### src/rtl/timer_pkg.sv
// Shared definitions for the APB timer: register offsets, CTRL layout,
// register-select decode and a byte-strobe merge helper.
package timer_pkg;

  // Byte offsets of the register file inside the 0x400-byte block.
  localparam logic [31:0] REG_CTRL     = 32'h0000_0000;
  localparam logic [31:0] REG_PRESCALE = 32'h0000_0004;
  localparam logic [31:0] REG_RELOAD   = 32'h0000_0008;
  localparam logic [31:0] REG_COUNT    = 32'h0000_000C;
  localparam logic [31:0] REG_STATUS   = 32'h0000_0010;

  // CTRL bit positions.
  localparam int CTRL_EN      = 0;
  localparam int CTRL_ONESHOT = 1;
  localparam int CTRL_IRQ_EN  = 2;

  // STATUS bit positions.
  localparam int STATUS_EXPIRED = 0;

  // CTRL register image; the first member lands in the MSB.
  typedef struct packed {
    logic irq_en;   // bit 2
    logic oneshot;  // bit 1
    logic en;       // bit 0
  } ctrl_t;

  // Which register an APB address selects.
  typedef enum logic [2:0] {
    SEL_CTRL,
    SEL_PRESCALE,
    SEL_RELOAD,
    SEL_COUNT,
    SEL_STATUS,
    SEL_NONE
  } reg_sel_t;

  // Map a byte address onto a register; the two low address bits are ignored.
  function automatic reg_sel_t decode_offset(input logic [31:0] offset);
    logic [31:0] word_addr;
    word_addr = offset & ~32'h3;
    case (word_addr)
      REG_CTRL:     return SEL_CTRL;
      REG_PRESCALE: return SEL_PRESCALE;
      REG_RELOAD:   return SEL_RELOAD;
      REG_COUNT:    return SEL_COUNT;
      REG_STATUS:   return SEL_STATUS;
      default:      return SEL_NONE;
    endcase
  endfunction

  // Replace only the byte lanes whose strobe is set.
  function automatic logic [31:0] strb_merge(input logic [31:0] old_val,
                                             input logic [31:0] new_val,
                                             input logic [3:0]  strb);
    logic [31:0] mask;
    mask = {{8{strb[3]}}, {8{strb[2]}}, {8{strb[1]}}, {8{strb[0]}}};
    return (old_val & ~mask) | (new_val & mask);
  endfunction

endpackage

### src/rtl/timer_prescaler.sv
// Prescaler for the APB timer: divides clk by (i_prescale + 1) while enabled
// and flags the last cycle of each division period with o_tick.
module timer_prescaler #(
  parameter int PRESCALE_WIDTH = 16
) (
  input  logic                      clk,
  input  logic                      rst,
  input  logic                      i_en,
  input  logic                      i_clear,
  input  logic [PRESCALE_WIDTH-1:0] i_prescale,
  output logic                      o_tick
);

  localparam logic [PRESCALE_WIDTH-1:0] PCNT_ONE = {{(PRESCALE_WIDTH-1){1'b0}}, 1'b1};

  logic [PRESCALE_WIDTH-1:0] r_pcnt;

  // A tick is the cycle in which the running count has reached the terminal value.
  assign o_tick = i_en && (r_pcnt == i_prescale);

  // Count up to the terminal value and wrap; a terminal value lowered below
  // the running count just wraps to zero without producing a tick.
  always_ff @(posedge clk) begin
    // NOTE: sequential state uses non-blocking assignments so every flop samples pre-edge values.
    if (rst) begin
      r_pcnt <= '0;
    end else if (i_clear) begin
      r_pcnt <= '0;
    end else if (i_en) begin
      if (r_pcnt >= i_prescale) begin
        r_pcnt <= '0;
      end else begin
        r_pcnt <= r_pcnt + PCNT_ONE;
      end
    end
  end

endmodule

### src/rtl/apb_timer.sv
// APB completer timer: prescaled 32-bit down-counter with auto-reload or
// one-shot mode, sticky expiry flag, level interrupt and expiry strobe.
// Every access takes one wait state: accepted while pready is low, answered
// with a single-cycle pready pulse on the following cycle.
module apb_timer
  import timer_pkg::*;
#(
  parameter int          ADDR_WIDTH     = 10,
  parameter int          PRESCALE_WIDTH = 16,
  parameter logic [31:0] RELOAD_DEFAULT = 32'hffff_ffff
) (
  input  logic                  clk,
  input  logic                  rst,
  input  logic                  psel,
  input  logic                  penable,
  input  logic                  pwrite,
  input  logic [ADDR_WIDTH-1:0] paddr,
  input  logic [31:0]           pwdata,
  input  logic [3:0]            pstrb,
  output logic                  pready,
  output logic [31:0]           prdata,
  output logic                  pslverr,
  output logic                  irq,
  output logic                  expire_strobe
);

  // Register file and output flops.
  ctrl_t                     r_ctrl;
  logic [PRESCALE_WIDTH-1:0] r_prescale;
  logic [31:0]               r_reload;
  logic [31:0]               r_count;
  logic                      r_expired;
  logic                      r_irq;
  logic                      r_expire_strobe;
  logic                      r_pready;
  logic [31:0]               r_prdata;
  logic                      r_pslverr;

  // Decode and next-value nets.
  reg_sel_t                  w_sel;
  logic                      w_access;
  logic                      w_wr;
  logic                      w_rd;
  logic                      w_err;
  logic                      w_wr_ctrl;
  logic                      w_wr_prescale;
  logic                      w_wr_reload;
  logic                      w_clr_status;
  logic                      w_en_rise;
  logic                      w_pcnt_clear;
  logic                      w_tick;
  logic                      w_expire;
  logic [31:0]               w_rdata;
  logic [31:0]               w_reload_new;
  logic [PRESCALE_WIDTH-1:0] w_prescale_new;
  ctrl_t                     w_ctrl_new;

  // ---------------------------------------------------------------------------
  // APB decode
  // ---------------------------------------------------------------------------
  assign w_sel    = decode_offset(32'(paddr));
  assign w_access = psel && penable && !r_pready;
  assign w_wr     = w_access && pwrite;
  assign w_rd     = w_access && !pwrite;

  // Unmapped offsets and writes to the read-only COUNT answer with an error.
  assign w_err = (w_sel == SEL_NONE) || (pwrite && (w_sel == SEL_COUNT));

  assign w_wr_ctrl     = w_wr && (w_sel == SEL_CTRL);
  assign w_wr_prescale = w_wr && (w_sel == SEL_PRESCALE);
  assign w_wr_reload   = w_wr && (w_sel == SEL_RELOAD);
  assign w_clr_status  = w_wr && (w_sel == SEL_STATUS) && pstrb[0] && pwdata[STATUS_EXPIRED];

  // Read mux over the current register contents.
  always_comb begin
    // NOTE: default every output first so no path leaves it unassigned (no latch).
    w_rdata = '0;
    case (w_sel)
      SEL_CTRL: begin
        w_rdata[CTRL_EN]      = r_ctrl.en;
        w_rdata[CTRL_ONESHOT] = r_ctrl.oneshot;
        w_rdata[CTRL_IRQ_EN]  = r_ctrl.irq_en;
      end
      SEL_PRESCALE: w_rdata[PRESCALE_WIDTH-1:0] = r_prescale;
      SEL_RELOAD:   w_rdata = r_reload;
      SEL_COUNT:    w_rdata = r_count;
      SEL_STATUS:   w_rdata[STATUS_EXPIRED] = r_expired;
      default:      w_rdata = '0;
    endcase
  end

  // Byte-lane merged write values; all CTRL bits live in byte lane 0.
  always_comb begin
    w_ctrl_new = r_ctrl;
    if (pstrb[0]) begin
      w_ctrl_new.en      = pwdata[CTRL_EN];
      w_ctrl_new.oneshot = pwdata[CTRL_ONESHOT];
      w_ctrl_new.irq_en  = pwdata[CTRL_IRQ_EN];
    end
  end

  // PRESCALE merge, one strobe per eight bits of the register.
  always_comb begin
    w_prescale_new = r_prescale;
    for (int b = 0; b < PRESCALE_WIDTH; b++) begin
      if (pstrb[b/8]) begin
        w_prescale_new[b] = pwdata[b];
      end
    end
  end

  assign w_reload_new = strb_merge(r_reload, pwdata, pstrb);

  // ---------------------------------------------------------------------------
  // Prescaler
  // ---------------------------------------------------------------------------
  // Restart the division period when the count is reloaded or the timer starts.
  assign w_en_rise    = w_wr_ctrl && w_ctrl_new.en && !r_ctrl.en;
  assign w_pcnt_clear = w_wr_reload || w_en_rise;

  timer_prescaler #(
    .PRESCALE_WIDTH(PRESCALE_WIDTH)
  ) u_prescaler (
    .clk       (clk),
    .rst       (rst),
    .i_en      (r_ctrl.en),
    .i_clear   (w_pcnt_clear),
    .i_prescale(r_prescale),
    .o_tick    (w_tick)
  );

  // A software reload in the same cycle overrides the tick, expiry included.
  assign w_expire = w_tick && (r_count == '0) && !w_wr_reload;

  // ---------------------------------------------------------------------------
  // Sequential logic
  // ---------------------------------------------------------------------------
  // APB response: pready pulses for one cycle after each accepted access.
  always_ff @(posedge clk) begin
    if (rst) begin
      r_pready  <= 1'b0;
      r_prdata  <= '0;
      r_pslverr <= 1'b0;
    end else begin
      r_pready  <= w_access;
      r_prdata  <= w_rd ? w_rdata : '0;
      r_pslverr <= w_access && w_err;
    end
  end

  // Control registers; a CTRL write wins over the one-shot auto-disable.
  always_ff @(posedge clk) begin
    if (rst) begin
      r_ctrl     <= '0;
      r_prescale <= '0;
    end else begin
      if (w_wr_ctrl) begin
        r_ctrl <= w_ctrl_new;
      end else if (w_expire && r_ctrl.oneshot) begin
        r_ctrl.en <= 1'b0;
      end
      if (w_wr_prescale) begin
        r_prescale <= w_prescale_new;
      end
    end
  end

  // Down-counter: a RELOAD write loads both RELOAD and COUNT; otherwise each
  // tick decrements, wrapping from zero back to RELOAD.
  always_ff @(posedge clk) begin
    if (rst) begin
      r_reload <= RELOAD_DEFAULT;
      r_count  <= RELOAD_DEFAULT;
    end else if (w_wr_reload) begin
      r_reload <= w_reload_new;
      r_count  <= w_reload_new;
    end else if (w_tick) begin
      r_count <= (r_count == '0) ? r_reload : r_count - 32'd1;
    end
  end

  // Expiry flag (set beats W1C), strobe and interrupt.
  always_ff @(posedge clk) begin
    if (rst) begin
      r_expired       <= 1'b0;
      r_expire_strobe <= 1'b0;
      r_irq           <= 1'b0;
    end else begin
      if (w_expire) begin
        r_expired <= 1'b1;
      end else if (w_clr_status) begin
        r_expired <= 1'b0;
      end
      r_expire_strobe <= w_expire;
      r_irq           <= r_expired && r_ctrl.irq_en;
    end
  end

  assign pready        = r_pready;
  assign prdata        = r_prdata;
  assign pslverr       = r_pslverr;
  assign irq           = r_irq;
  assign expire_strobe = r_expire_strobe;

endmodule

### config.mk
export PLATFORM = sky130hd
export DESIGN_NAME = apb_timer
export DESIGN_NICKNAME = d
export VERILOG_FILES = /design/src/rtl/timer_pkg.sv /design/src/rtl/timer_prescaler.sv /design/src/rtl/apb_timer.sv
export SDC_FILE = /design/constraint.sdc
export NUM_CORES = 1
export LEC_CHECK = 0
export BUFFER_PORTS_ARGS = -buffer_cell sky130_fd_sc_hd__buf_2
export CORE_ASPECT_RATIO = 1.4
export CORE_MARGIN = 8
export CORE_UTILIZATION = 35
export CTS_CLUSTER_DIAMETER = 50
export DETAILED_ROUTE_END_ITERATION = 12
export GPL_TIMING_DRIVEN = 0
export PLACE_DENSITY = 0.49
export SYNTH_ARGS = -nofsm -noshare
export SYNTH_HDL_FRONTEND = slang
export SYNTH_SLANG_ARGS = --single-unit
### constraint.sdc
create_clock -name clk -period 3.3 [get_ports clk]
set_clock_uncertainty 0.1 [all_clocks]
set_input_delay 0.99 -clock clk [delete_from_list [all_inputs] [get_ports clk]]
set_output_delay 0.99 -clock clk [all_outputs]
set_load 0.05 [all_outputs]
==> key figures, run 1 <==
Die
  • Area of the core: about 0.021 sq mm
  • Die area: 0.0259 sq mm
  • I/O pin cnt: between 80 and 90
  • Die height: between 150 and 200 um
  • DIE WIDTH: approximately 140 um
  • Rows: 62
  • Starting Density: 0.357

Setup path
  • Flop2flop setup slack: 0.25 ns
  • Crit Path Max Fanout: 10
  • Req. time, crit path: between 3 and 4 ns
  • Reg2Reg Depth: 9
  • CP startpoint kind: primary input
  • Worst r2r dst: r_count[21]
  • Crit Path Class: in2reg
  • Critical path capture point type: flip-flop
  • Worst Path Arrival: between 3 and 4 ns
  • R2R Path Start: u_prescaler.r_pcnt[0]

Global routing
  • Initial antenna violation count: 0
  • GRT Total Usage: 0.195
  • Vias in the first global route: 7,082
  • Grt ovf: 0
  • Largest net degree at the start of global routing: 17
  • First-pass GRT wire length: 40.2 mm

Synth
  • Synth top area cells: dfxtp_1, nand2_1, nor2_1
  • Top cell type's share of synthesized area: 0.371
  • Average cell area after synthesis: around 8.2 sq um
  • Synthesized net count: between 900 and 1,000
  • Register area share after synthesis: 0.371
  • Yosys reg bits: 136
  • Synth warn: 0
  • Synthesized area: about 0.0073 sq mm
  • Ys async rst share: 0
  • Biggest area consumer among synthesized cells: dfxtp_1
  • Library cells used by synthesis: 61
  • EDFF count, synth: 0
  • Top FF cell, synth: dfxtp_1
  • Synth Instances: around 900

Drt
  • Drt total wl: roughly 25 mm
  • Pre-Repair DR Iteration Count: 5
  • Drt wl/cell: between 20 and 25 um
  • Drt via density: about 5.5
  • Total number of vias: roughly 6,900
  • Residual DRC: 0
  • Starting DRT DRC Count: ~450
  • Routed Antenna Nets: 0

Clocking
  • CTS H-tree depth: 4
  • Clk root buf: clkbuf_16
  • Postcts setup bufs: 0
  • Num CTS Buffers: 17
  • Clock sinks: 136
  • CTS tree: yes
  • Clock buffer depth: 2
  • Clk_lat worst skew: 0.43 ns
  • Reg clk slew, reported paths: about 0.070 ns

Final layout
  • Area Overhead vs Synth: 18.3%
  • Final core occ: 0.423
  • Multi-input gate area: 0.00430 sq mm
  • Share of cells above drive strength 1: 0.178
  • Final Non-Filler Cells: approximately 1,300
  • Fill cells: 2,103
  • Fin nets: between 1,000 and 1,500
  • Ant. Diodes: 0
  • Register area: ~0.0027 sq mm

Placed design
  • Pre-CTS setup slack: -0.240 ns
  • DP Cell Count: 1,228
  • Gpl congestion: ~0.89
  • Post-DP HPWL: between 15 and 20 mm
  • # port buffers: 80

Pwr
  • Peak supply drop: 0.307 mV
  • Pwr Total: about 3.9 mW
  • Lkg Pwr: 3.39 nW
  • Pwr dens: approximately 450 mW/mm^2

Flow run
  • Max Cap Viol: 0

Timing
  • RSZ-0062 raised after global routing: no
  • Ratio of final minimum period to clock period: 0.937
  • Setup violations, final: 0
  • Max-slew violations: 0
  • Number of hold violations in the final report: 0
  • Achievable Freq: 323 MHz
  • PnR worst setup slack: 0.208 ns
  • Final min period: between 3 and 4 ns
  • Max_slew headroom: 0.294
  • Least-Margin Pin Slew: roughly 1.1 ns

Status
  • Run status: complete, no violations

Hold path
  • Worst hold stages: 2
  • WHS Endpoint: r_prescale[6]
  • HP Class: reg2reg
  • Hold Crit Start: r_prescale[6]
-- placed cells by master (no fill, tap or decap), types with 9 or more instances in the layout --
cell,instances
a211o_1,20
a21o_1,10
a21oi_1,34
a221oi_1,16
a22oi_1,31
a2bb2oi_1,9
and3_1,10
buf_2,97
clkbuf_1,32
clkbuf_16,17
dfxtp_1,136
ha_1,19
inv_1,24
mux2_2,21
mux2i_1,20
nand2_1,106
nand3_1,40
nand4_1,19
nor2_1,96
nor2b_1,21
nor3_1,19
nor4_1,9
o21ai_0,46
o21ai_1,12
xnor2_1,13
xor2_1,15
-- metrics by stage --
stage	setup TNS, ns	cell area, sq um	hold slack (ns)
floorplan	0	7340	0.319
finish	0	8690	0.355
global route	0	8690	0.371
CTS	0	8690	0.356
detailed placement	-6.96	8060	0.347
global placement	-7.99	8060	0.342
-- worst max-delay path: stages --
cell and delay [ns]:
buf_2 0.09, or4_4 0.59, nor4_4 0.58, and3_1 0.42
buf_2 0.30, nor2b_1 0.07, a211o_1 0.26
-- worst max-delay path by stage --
stage | from | to | slack [ns] | cells after the start
6_report | paddr[7] | r_reload[22] | 0.21 | 7
5_1_grt | u_prescaler.r_pcnt[0] | r_count[21] | 0.10 | 9
4_1_cts | u_prescaler.r_pcnt[0] | r_count[21] | 0.10 | 10
3_5_place_dp | paddr[7] | r_reload[22] | -0.24 | 7
3_3_place_gp | r_prescale[14] | r_count[21] | -0.26 | 10
2_1_floorplan | paddr[7] | r_reload[31] | 0.39 | 7
-- logic make-up after synthesis --
| group | after synthesis | share of synthesized area |
|---|---|---|
| XOR/XNOR | 28 | 0.0334 |
| buffers and inverters | 80 | 0.0443 |
| flip-flops | 136 | 0.371 |
| AND/OR/NAND/NOR | 372 | 0.259 |
| adder cells (fa/ha/maj) | 19 | 0.0324 |
| multiplexers | 41 | 0.0595 |
| AO/OA/AOI/OAI | 216 | 0.201 |
-- flip-flops by register name (all words and copies together), names as in the netlist --
register	flops
pslverr	1
r_prescale	16
expire_strobe	1
r_expired	1
pready	1
u_prescaler.r_pcnt	16
r_reload	32
r_ctrl	3
irq	1
prdata	32
r_count	32
-- report_power, final --
part	internal (mW)	total (mW)	switching (mW)
combinational	0.0698	0.193	0.123
sequential	1.64	1.65	0.00594
clock	1.23	2.05	0.822
total	2.94	3.89	0.951
-- what timing repair did --
item                       4_1_cts  5_1_grt
hold buffers                     0        0
resized for setup                2        0
setup endpoints to repair        9        2
-- area by class of cell --
class | instances | share of cell area
clock buffer | 18 | 0.0506
buffer | 55 | 0.0268
tap | 256 | 0.0369
inverter | 24 | 0.0104
clock inverter | 14 | 0.0212
multi-input combinational | 676 | 0.495
timing repair buffer | 80 | 0.0461
sequential | 136 | 0.313
-- layer usage --
metal / track usage / vias up / part of all wire
li1: - / 3434 / -
met1: 0.214 / 3271 / 0.41
met2: 0.353 / 166 / 0.52
met3: 0.0343 / 48 / 0.040
met4: 0.0960 / 0 / 0.035
met5: 0 / - / 0
-- synth_stat cells (4+ instances only) --
cell type,instances
a211o_1,20
and3_1,10
nor2_1,97
nor2b_1,21
a2bb2oi_1,9
nand2_1,106
clkbuf_1,34
a21o_1,10
mux2i_1,20
o21ai_1,12
nand3_1,40
nor4_1,9
nand3b_1,7
mux2_2,21
o2111ai_1,4
xnor2_1,13
or4_4,4
o21ai_0,46
a221oi_1,16
a21oi_1,34
xor2_1,15
a22oi_1,31
o21bai_1,4
or3_1,6
nor3_2,4
inv_1,24
ha_1,19
o31a_1,5
o21a_1,6
nor3_1,19
buf_1,4
dfxtp_1,136
nand4_1,19
nor4_2,7
buf_2,17
Note: power is estimated with default switching activity, not from simulation.
==> inputs of run 2 (changes only) <==
- PLACE_DENSITY: 0.49 -> 0.5
- SYNTH_HIERARCHICAL: unset -> 1
==> run 2 against run 1 <==
Register-to-register slack worse by 0.08 ns; routed wire length rose by 2.1%; maximum frequency fell by 1.2%; global-route usage barely moved; non-clock buffer count grew 14; sequential power barely moved.
==> key figures, run 2 <==
Synth
  • Most frequent cells after synthesis: dfxtp_1, nor2_1, nand3_1 (was dfxtp_1, nand2_1, nor2_1)
  • Library cells used by synthesis: 66 (was 61)
  • Post-synthesis compound-gate area fraction: 0.160 (was 0.201)
  • Yosys reg bits: 136 (unchanged)
  • Synth top area cells: dfxtp_1, mux2i_1, nor2_1 (was dfxtp_1, nand2_1, nor2_1)
  • Synth warn: 6 (was 0)
  • Average cell area after synthesis: 8.29 sq um (was 8.23 sq um)
  • Largest family of logic cells by synthesized area: simple AND/OR/NAND/NOR gates (unchanged)
  • Count leader, synth: dfxtp_1 (unchanged)
  • Biggest area consumer among synthesized cells: dfxtp_1 (unchanged)
  • Simple-Gate Fraction of Synth Area: 0.249 (was 0.259)
  • Post-synthesis xor/xnor area fraction: 0.0347 (was 0.0334)
  • Top cell type's share of synthesized area: 0.372 (was 0.371)
  • EDFF count, synth: 0 (unchanged)
  • Ys async rst share: 0 (unchanged)
  • Synthesized area: 0.00731 sq mm (was 0.00734 sq mm)
  • Top FF cell, synth: dfxtp_1 (unchanged)
  • Register area share after synthesis: 0.372 (was 0.371)
  • Synth Instances: 882 (was 892)
  • Synthesized net count: 952 (was 962)
  • Mux share of post-synthesis cell area: 0.0973 (was 0.0595)
  • Adder-Cell Fraction of Synth Area: 0.0325 (was 0.0324)

Die
  • I/O pin cnt: 87 (unchanged)
  • Die height: 187 um (about the same)
  • DIE WIDTH: 138 um (about the same)
  • Die area: 0.0258 sq mm (was 0.0259 sq mm)
  • Area of the core: 0.0206 sq mm (unchanged)
  • Starting Density: 0.356 (was 0.357)
  • Rows: 62 (unchanged)

Clocking
  • Clock sinks: 136 (unchanged)
  • Hold_buf cts: 0 (unchanged)
  • Reg clk slew, reported paths: 0.06 ns (was 0.07 ns)
  • Clk root buf: clkbuf_16 (unchanged)
  • CTS H-tree depth: 4 (unchanged)
  • Num CTS Buffers: 17 (unchanged)
  • Clock buffer depth: 2 (unchanged)
  • Clk_lat worst skew: 0.43 ns (about the same)
  • CTS tree: yes (unchanged)

Setup path
  • CP startpoint kind: flip-flop (was primary input)
  • Worst path bufs/invs: 3 (was 2)
  • Crit Path Class: reg2reg (was in2reg)
  • CP dominant cell by count: inv_1 (was buf_2)
  • Reg2Reg Depth: 10 (was 9)
  • Crit Path Max Fanout: 10 (unchanged)
  • CP Cell Sequence: inv_1 > ha_1 > nand4_2 > nor4_2 > and3_1 > inv_1 > nor2_1 > clkbuf_2 > nand2_1 > o211ai_1 (was buf_2 > or4_4 > nor4_4 > and3_1 > buf_2 > nor2b_1 > a211o_1)
  • Worst Path Arrival: 3.38 ns (was 3.32 ns)
  • R2R Path Start: r_prescale[15] (was u_prescaler.r_pcnt[0])
  • Slowest cell on the critical path: and3_1 (was or4_4)
  • Slowest stage delay, CP: 0.52 ns (was 0.59 ns)
  • Flop2flop setup slack: 0.17 ns (was 0.25 ns)
  • Req. time, crit path: 3.55 ns (was 3.52 ns)
  • Critical path capture point type: flip-flop (unchanged)
  • Worst r2r dst: r_count[22] (was r_count[21])
  • CP delay by family, top: simple AND/OR/NAND/NOR gates (unchanged)

Final layout
  • Final Non-Filler Cells: 1,247 (was 1,259)
  • Commonest non-fill, non-tap cell in the layout: dfxtp_1 (unchanged)
  • Most frequent cells in the layout: dfxtp_1, nor2_1, buf_2, nand3_1, nand2_1 (was dfxtp_1, nand2_1, buf_2, nor2_1, o21ai_0)
  • Share of cells above drive strength 1: 0.157 (was 0.178)
  • Ant. Diodes: 0 (unchanged)
  • Area Overhead vs Synth: 18.7% (was 18.3%)
  • Fin nets: 1,051 (was 1,060)

Global routing
  • Initial antenna violation count: 0 (unchanged)
  • Grt ovf: 0 (unchanged)
  • Vias in the first global route: 7,052 (was 7,082)
  • Largest net degree at the start of global routing: 17 (unchanged)
  • First-pass GRT wire length: 40.3 mm (was 40.2 mm)
  • GRT Total Usage: 0.196 (was 0.195)

Drt
  • Pre-Repair DR Iteration Count: 5 (unchanged)
  • Drt via density: 5.59 (was 5.50)
  • Routed Antenna Nets: 0 (unchanged)
  • Residual DRC: 0 (unchanged)
  • Drt total wl: 25.8 mm (was 25.2 mm)
  • Drt wl/cell: 20.7 um (was 20.0 um)
  • Total number of vias: 6,965 (was 6,919)
  • Starting DRT DRC Count: 388 (was 454)

Timing
  • Final min period: 3.13 ns (was 3.09 ns)
  • Number of hold violations in the final report: 0 (unchanged)
  • Max-slew violations: 0 (unchanged)
  • PnR worst setup slack: 0.171 ns (was 0.208 ns)
  • Achievable Freq: 320 MHz (was 323 MHz)
  • Least-Margin Pin Slew: 0.957 ns (was 1.05 ns)
  • Setup violations, final: 0 (unchanged)
  • RSZ-0062 raised after global routing: no (unchanged)
  • Max_slew headroom: 0.353 (was 0.294)
  • Ratio of final minimum period to clock period: 0.948 (was 0.937)

Pwr
  • Clock group share of total power: 0.514 (was 0.527)
  • Lkg Pwr: 3.51 nW (was 3.39 nW)
  • Comb pwr share: 0.052 (was 0.050)
  • Peak supply drop: 0.354 mV (was 0.307 mV)
  • Net Switching: 0.871 mW (was 0.951 mW)
  • Switch share: 0.229 (was 0.244)
  • Reg power frac: 0.434 (was 0.424)
  • Internal power: 2.93 mW (was 2.94 mW)
  • Pwr dens: 438 mW/mm^2 (was 448 mW/mm^2)

Status
  • Run status: complete, no violations (unchanged)

Hold path
  • Worst hold stages: 1 (was 2)
  • Hold Crit Start: pready (was r_prescale[6])
  • HP Class: reg2reg (unchanged)
  • WHS Endpoint: pready (was r_prescale[6])

Placed design
  • DP Cell Count: 1,217 (was 1,228)
  • Pre-CTS setup slack: -0.752 ns (was -0.240 ns)
  • Gpl congestion: 0.915 (was 0.895)
  • Post-DP HPWL: 19.8 mm (was 19.5 mm)
  • # port buffers: 79 (was 80)

Flow run
  • Max Cap Viol: 0 (unchanged)
-- run 2: cells by family (layout without fill, tap and decap cells) --
logic type	after synthesis	after routing
xor gates and xnor gates	29	29
DFF	136	136
buffers and inverters	95	204
adders and majority gates	19	19
and+or+nand+nor	373	373
muxes	69	69
AOI/OAI and AO/OA	161	161
-- run 2: cell type report --
class / instances / area [sq um]
fill: 2161 / 11900
clock buffer: 21 / 460
tap: 256 / 320
clock inverter: 8 / 124
buffer: 68 / 299
sequential: 136 / 2720
inverter: 26 / 97.6
timing repair buffer: 81 / 410
multi-input combinational: 651 / 4250
-- run 2: worst reg2reg max path, delay by kind of cell (launching register included) --
| family | cells | cell delay [ns] |
|---|---|---|
| adders and majority gates | 1 | 0.33 |
| buffers and inverters | 3 | 0.57 |
| AOI/OAI and AO/OA | 1 | 0.23 |
| and+or+nand+nor | 5 | 1.46 |
| DFF | 1 | 0.37 |
-- run 2: timing repair --
item	4_1_cts	5_1_grt
resized for setup	6	6
endpoints found under the setup margin	35	49
buffers inserted	0	2
pin swaps	0	1
-- run 2: how the worst max path moves through the flow --
stage,start,to,slack [ns],depth (start not counted)
6_report,r_prescale[15],r_count[22],0.17,10
5_1_grt,paddr[4],r_count[26],0.01,7
4_1_cts,paddr[4],r_reload[1],0.009,7
3_5_place_dp,paddr[5],u_prescaler/r_pcnt[14],-0.75,12
3_3_place_gp,paddr[5],u_prescaler/r_pcnt[8],-0.77,12
2_1_floorplan,paddr[5],u_prescaler/r_pcnt[13],0.05,11
-- run 2: routing by layer --
metal | wire (um) | part of all wire | up-vias | GRT usage
li1 | - | - | 3428 | -
met1 | 10400 | 0.40 | 3311 | 0.214
met2 | 13300 | 0.52 | 173 | 0.352
met3 | 902 | 0.035 | 53 | 0.0346
met4 | 1160 | 0.045 | 0 | 0.104
met5 | 0 | 0 | - | 0
-- run 2: stage by stage --
step / total power [mW] / cell area [sq um] / TNS, ns / utilization / hold slack [ns]
after floorplan: 1.80 / 7320 / 0 / - / 0.351
after global placement: 1.88 / 8040 / -36.47 / 0.391 / 0.365
after detailed placement: 1.88 / 8040 / -34.03 / 0.391 / 0.373
after CTS: 3.83 / 8650 / 0 / 0.421 / 0.381
after global routing: 3.92 / 8680 / 0 / 0.422 / 0.407
final: 3.80 / 8680 / 0 / 0.422 / 0.378
-- run 2: power groups by stage --
stage / sequential (mW) / combinational (mW) / clock (mW)
3_5_place_dp: 1.69 / 0.194 / 0
4_1_cts: 1.65 / 0.197 / 1.98
3_3_place_gp: 1.69 / 0.195 / 0
5_1_grt: 1.65 / 0.214 / 2.05
2_1_floorplan: 1.69 / 0.108 / 0
6_report: 1.65 / 0.198 / 1.95
==> inputs of run 3 (changes only) <==
- PLACE_DENSITY: 0.5 -> 0.63
==> run 3 against run 2 <==
Maximum frequency is 0.19% lower; critical endpoint is now u_prescaler/r_pcnt[3]; first-iteration DRC count up 46%; critical path depth rose by 2; global-route usage is 1.4 points lower.
==> key figures, run 3 (synthesized netlist as in run 2, its figures left out) <==
Clocking
  • Clock sinks: 136 (unchanged)
  • Clk root buf: clkbuf_16 (unchanged)
  • Hold_buf cts: 0 (unchanged)
  • Clock buffer depth: 2 (unchanged)
  • Reg clk slew, reported paths: 0.06 ns (about the same)
  • Num CTS Buffers: 17 (unchanged)
  • Clk_lat worst skew: 0.43 ns (about the same)
  • CTS tree: yes (unchanged)
  • CTS H-tree depth: 4 (unchanged)

Setup path
  • Critical path capture point type: flip-flop (unchanged)
  • Crit Path Max Fanout: 10 (unchanged)
  • Reg2Reg Depth: 10 (unchanged)
  • Flop2flop setup slack: 0.27 ns (was 0.17 ns)
  • Worst r2r dst: r_count[24] (was r_count[22])
  • Crit Path Class: in2reg (was reg2reg)
  • Worst Path Arrival: 3.35 ns (was 3.38 ns)
  • R2R Path Start: r_prescale[11] (was r_prescale[15])
  • Req. time, crit path: 3.51 ns (was 3.55 ns)
  • CP startpoint kind: primary input (was flip-flop)

Final layout
  • Share of cells above drive strength 1: 0.162 (was 0.157)
  • Fill cells: 2,044 (was 2,161)
  • Register area: 0.00272 sq mm (unchanged)
  • Final Non-Filler Cells: 1,251 (was 1,247)
  • Fin nets: 1,052 (was 1,051)
  • Multi-input gate area: 0.00425 sq mm (unchanged)
  • Final core occ: 0.425 (was 0.422)
  • Most frequent cells in the layout: dfxtp_1, nor2_1, buf_2, nand3_1, nand2_1 (unchanged)
  • Area Overhead vs Synth: 19.4% (was 18.7%)
  • Commonest non-fill, non-tap cell in the layout: dfxtp_1 (unchanged)
  • Ant. Diodes: 0 (unchanged)

Timing
  • Max-slew violations: 0 (unchanged)
  • Worst hold slack: 0.364 ns (was 0.378 ns)
  • Setup tns final: 0 ns (unchanged)
  • Final min period: 3.13 ns (about the same)
  • Setup violations, final: 0 (unchanged)
  • Ratio of final minimum period to clock period: 0.950 (was 0.948)
  • PnR worst setup slack: 0.165 ns (was 0.171 ns)
  • RSZ-0062 raised after global routing: no (unchanged)
  • Number of hold violations in the final report: 0 (unchanged)
  • Max_slew headroom: 0.404 (was 0.353)
  • Least-Margin Pin Slew: 0.881 ns (was 0.957 ns)
  • Achievable Freq: 319 MHz (was 320 MHz)

Hold path
  • HP Class: reg2reg (unchanged)
  • Worst hold stages: 1 (unchanged)
  • Hold Crit Start: pready (unchanged)
  • WHS Endpoint: pready (unchanged)

Placed design
  • DP Cell Count: 1,217 (unchanged)
  • Gpl congestion: 0.944 (was 0.915)
  • Post-DP HPWL: 18.6 mm (was 19.8 mm)
  • Pre-CTS setup slack: -0.773 ns (was -0.752 ns)
  • # port buffers: 79 (unchanged)

Pwr
  • Peak supply drop: 0.343 mV (was 0.354 mV)
  • Pwr dens: 447 mW/mm^2 (was 438 mW/mm^2)
  • Lkg Pwr: 3.53 nW (was 3.51 nW)

Drt
  • Residual DRC: 0 (unchanged)
  • Drt via density: 5.64 (was 5.59)
  • Total number of vias: 7,050 (was 6,965)
  • Drt total wl: 24.1 mm (was 25.8 mm)
  • Drt wl/cell: 19.3 um (was 20.7 um)
  • Starting DRT DRC Count: 565 (was 388)
  • Routed Antenna Nets: 0 (unchanged)
  • Pre-Repair DR Iteration Count: 7 (was 5)

Die
  • Rows: 62 (unchanged)
  • Starting Density: 0.356 (unchanged)
  • Area of the core: 0.0206 sq mm (unchanged)
  • Die height: 187 um (unchanged)
  • Die area: 0.0258 sq mm (unchanged)
  • DIE WIDTH: 138 um (unchanged)
  • I/O pin cnt: 87 (unchanged)

Status
  • Run status: complete, no violations (unchanged)

Global routing
  • GRT Total Usage: 0.182 (was 0.196)
  • Grt ovf: 0 (unchanged)
  • First-pass GRT wire length: 38.2 mm (was 40.3 mm)
  • Vias in the first global route: 7,160 (was 7,052)
  • Initial antenna violation count: 0 (unchanged)
  • Largest net degree at the start of global routing: 17 (unchanged)

Flow run
  • Max Cap Viol: 0 (unchanged)
-- run 3: changes by cell type in the layout (fill, tap and decap cells not counted), sizes merged --
| cell | delta |
|---|---|
| buf | +1 |
| clkinv | -1 |
| bufinv | +1 |
| clkinvlp | +1 |
| clkbuf | -2 |
| inv | +4 |
-- run 3: final cells by class --
type | instances | area share
clock buffers | 19 | 0.0496
clock inverters | 13 | 0.0219
inverters | 26 | 0.0112
well taps | 256 | 0.0367
multi-input cells | 651 | 0.487
flip-flops and latches | 136 | 0.312
repair buffers | 82 | 0.0479
plain buffers | 68 | 0.0344
-- run 3: routing by layer --
metal,GRT usage,share of wire
met1,0.193,0.39
met2,0.319,0.50
met3,0.0356,0.048
met4,0.123,0.055
met5,0,0
-- run 3: power breakdown --
part	switching, mW	internal, mW	leakage (nW)
sequential	0.00698	1.65	1.10
clock	0.781	1.27	0.295
combinational	0.121	0.0745	2.13
-- run 3: through the flow --
stage,power (mW),cell area [sq um]
after floorplan,1.80,7320
after global placement,1.88,8040
after detailed placement,1.88,8040
after CTS,3.92,8660
after global routing,4.00,8730
final,3.90,8730
-- run 3: what timing repair did --
item / CTS / global route
pin swaps: 0 / 2
endpoints found under the setup margin: 27 / 47
buffers inserted: 0 / 3
gates resized for setup: 2 / 12
gates cloned: 0 / 0
-- run 3: worst max-delay path, cell delays in order --
cell       delay, ns
buf_2           0.10
or4_1           0.51
clkbuf_1        0.22
nor4_4          0.45
nand3_4         0.18
o21ai_4         0.23
a2111oi_0       0.08
o21ai_1         0.13
a21oi_2         0.08
a31oi_4         0.15
buf_6           0.16
nor2_1          0.06
-- run 3: worst max-delay path by stage --
stage                         startpoint                      to  cells after the start
after detailed placement        paddr[5]   u_prescaler/r_pcnt[3]                     12
after global placement          paddr[5]   u_prescaler/r_pcnt[1]                     12
after global routing      r_prescale[11]             r_count[24]                     10
after CTS                       paddr[4]             r_reload[3]                      7
final                           paddr[5]   u_prescaler/r_pcnt[3]                     12
after floorplan                 paddr[5]  u_prescaler/r_pcnt[13]                     11
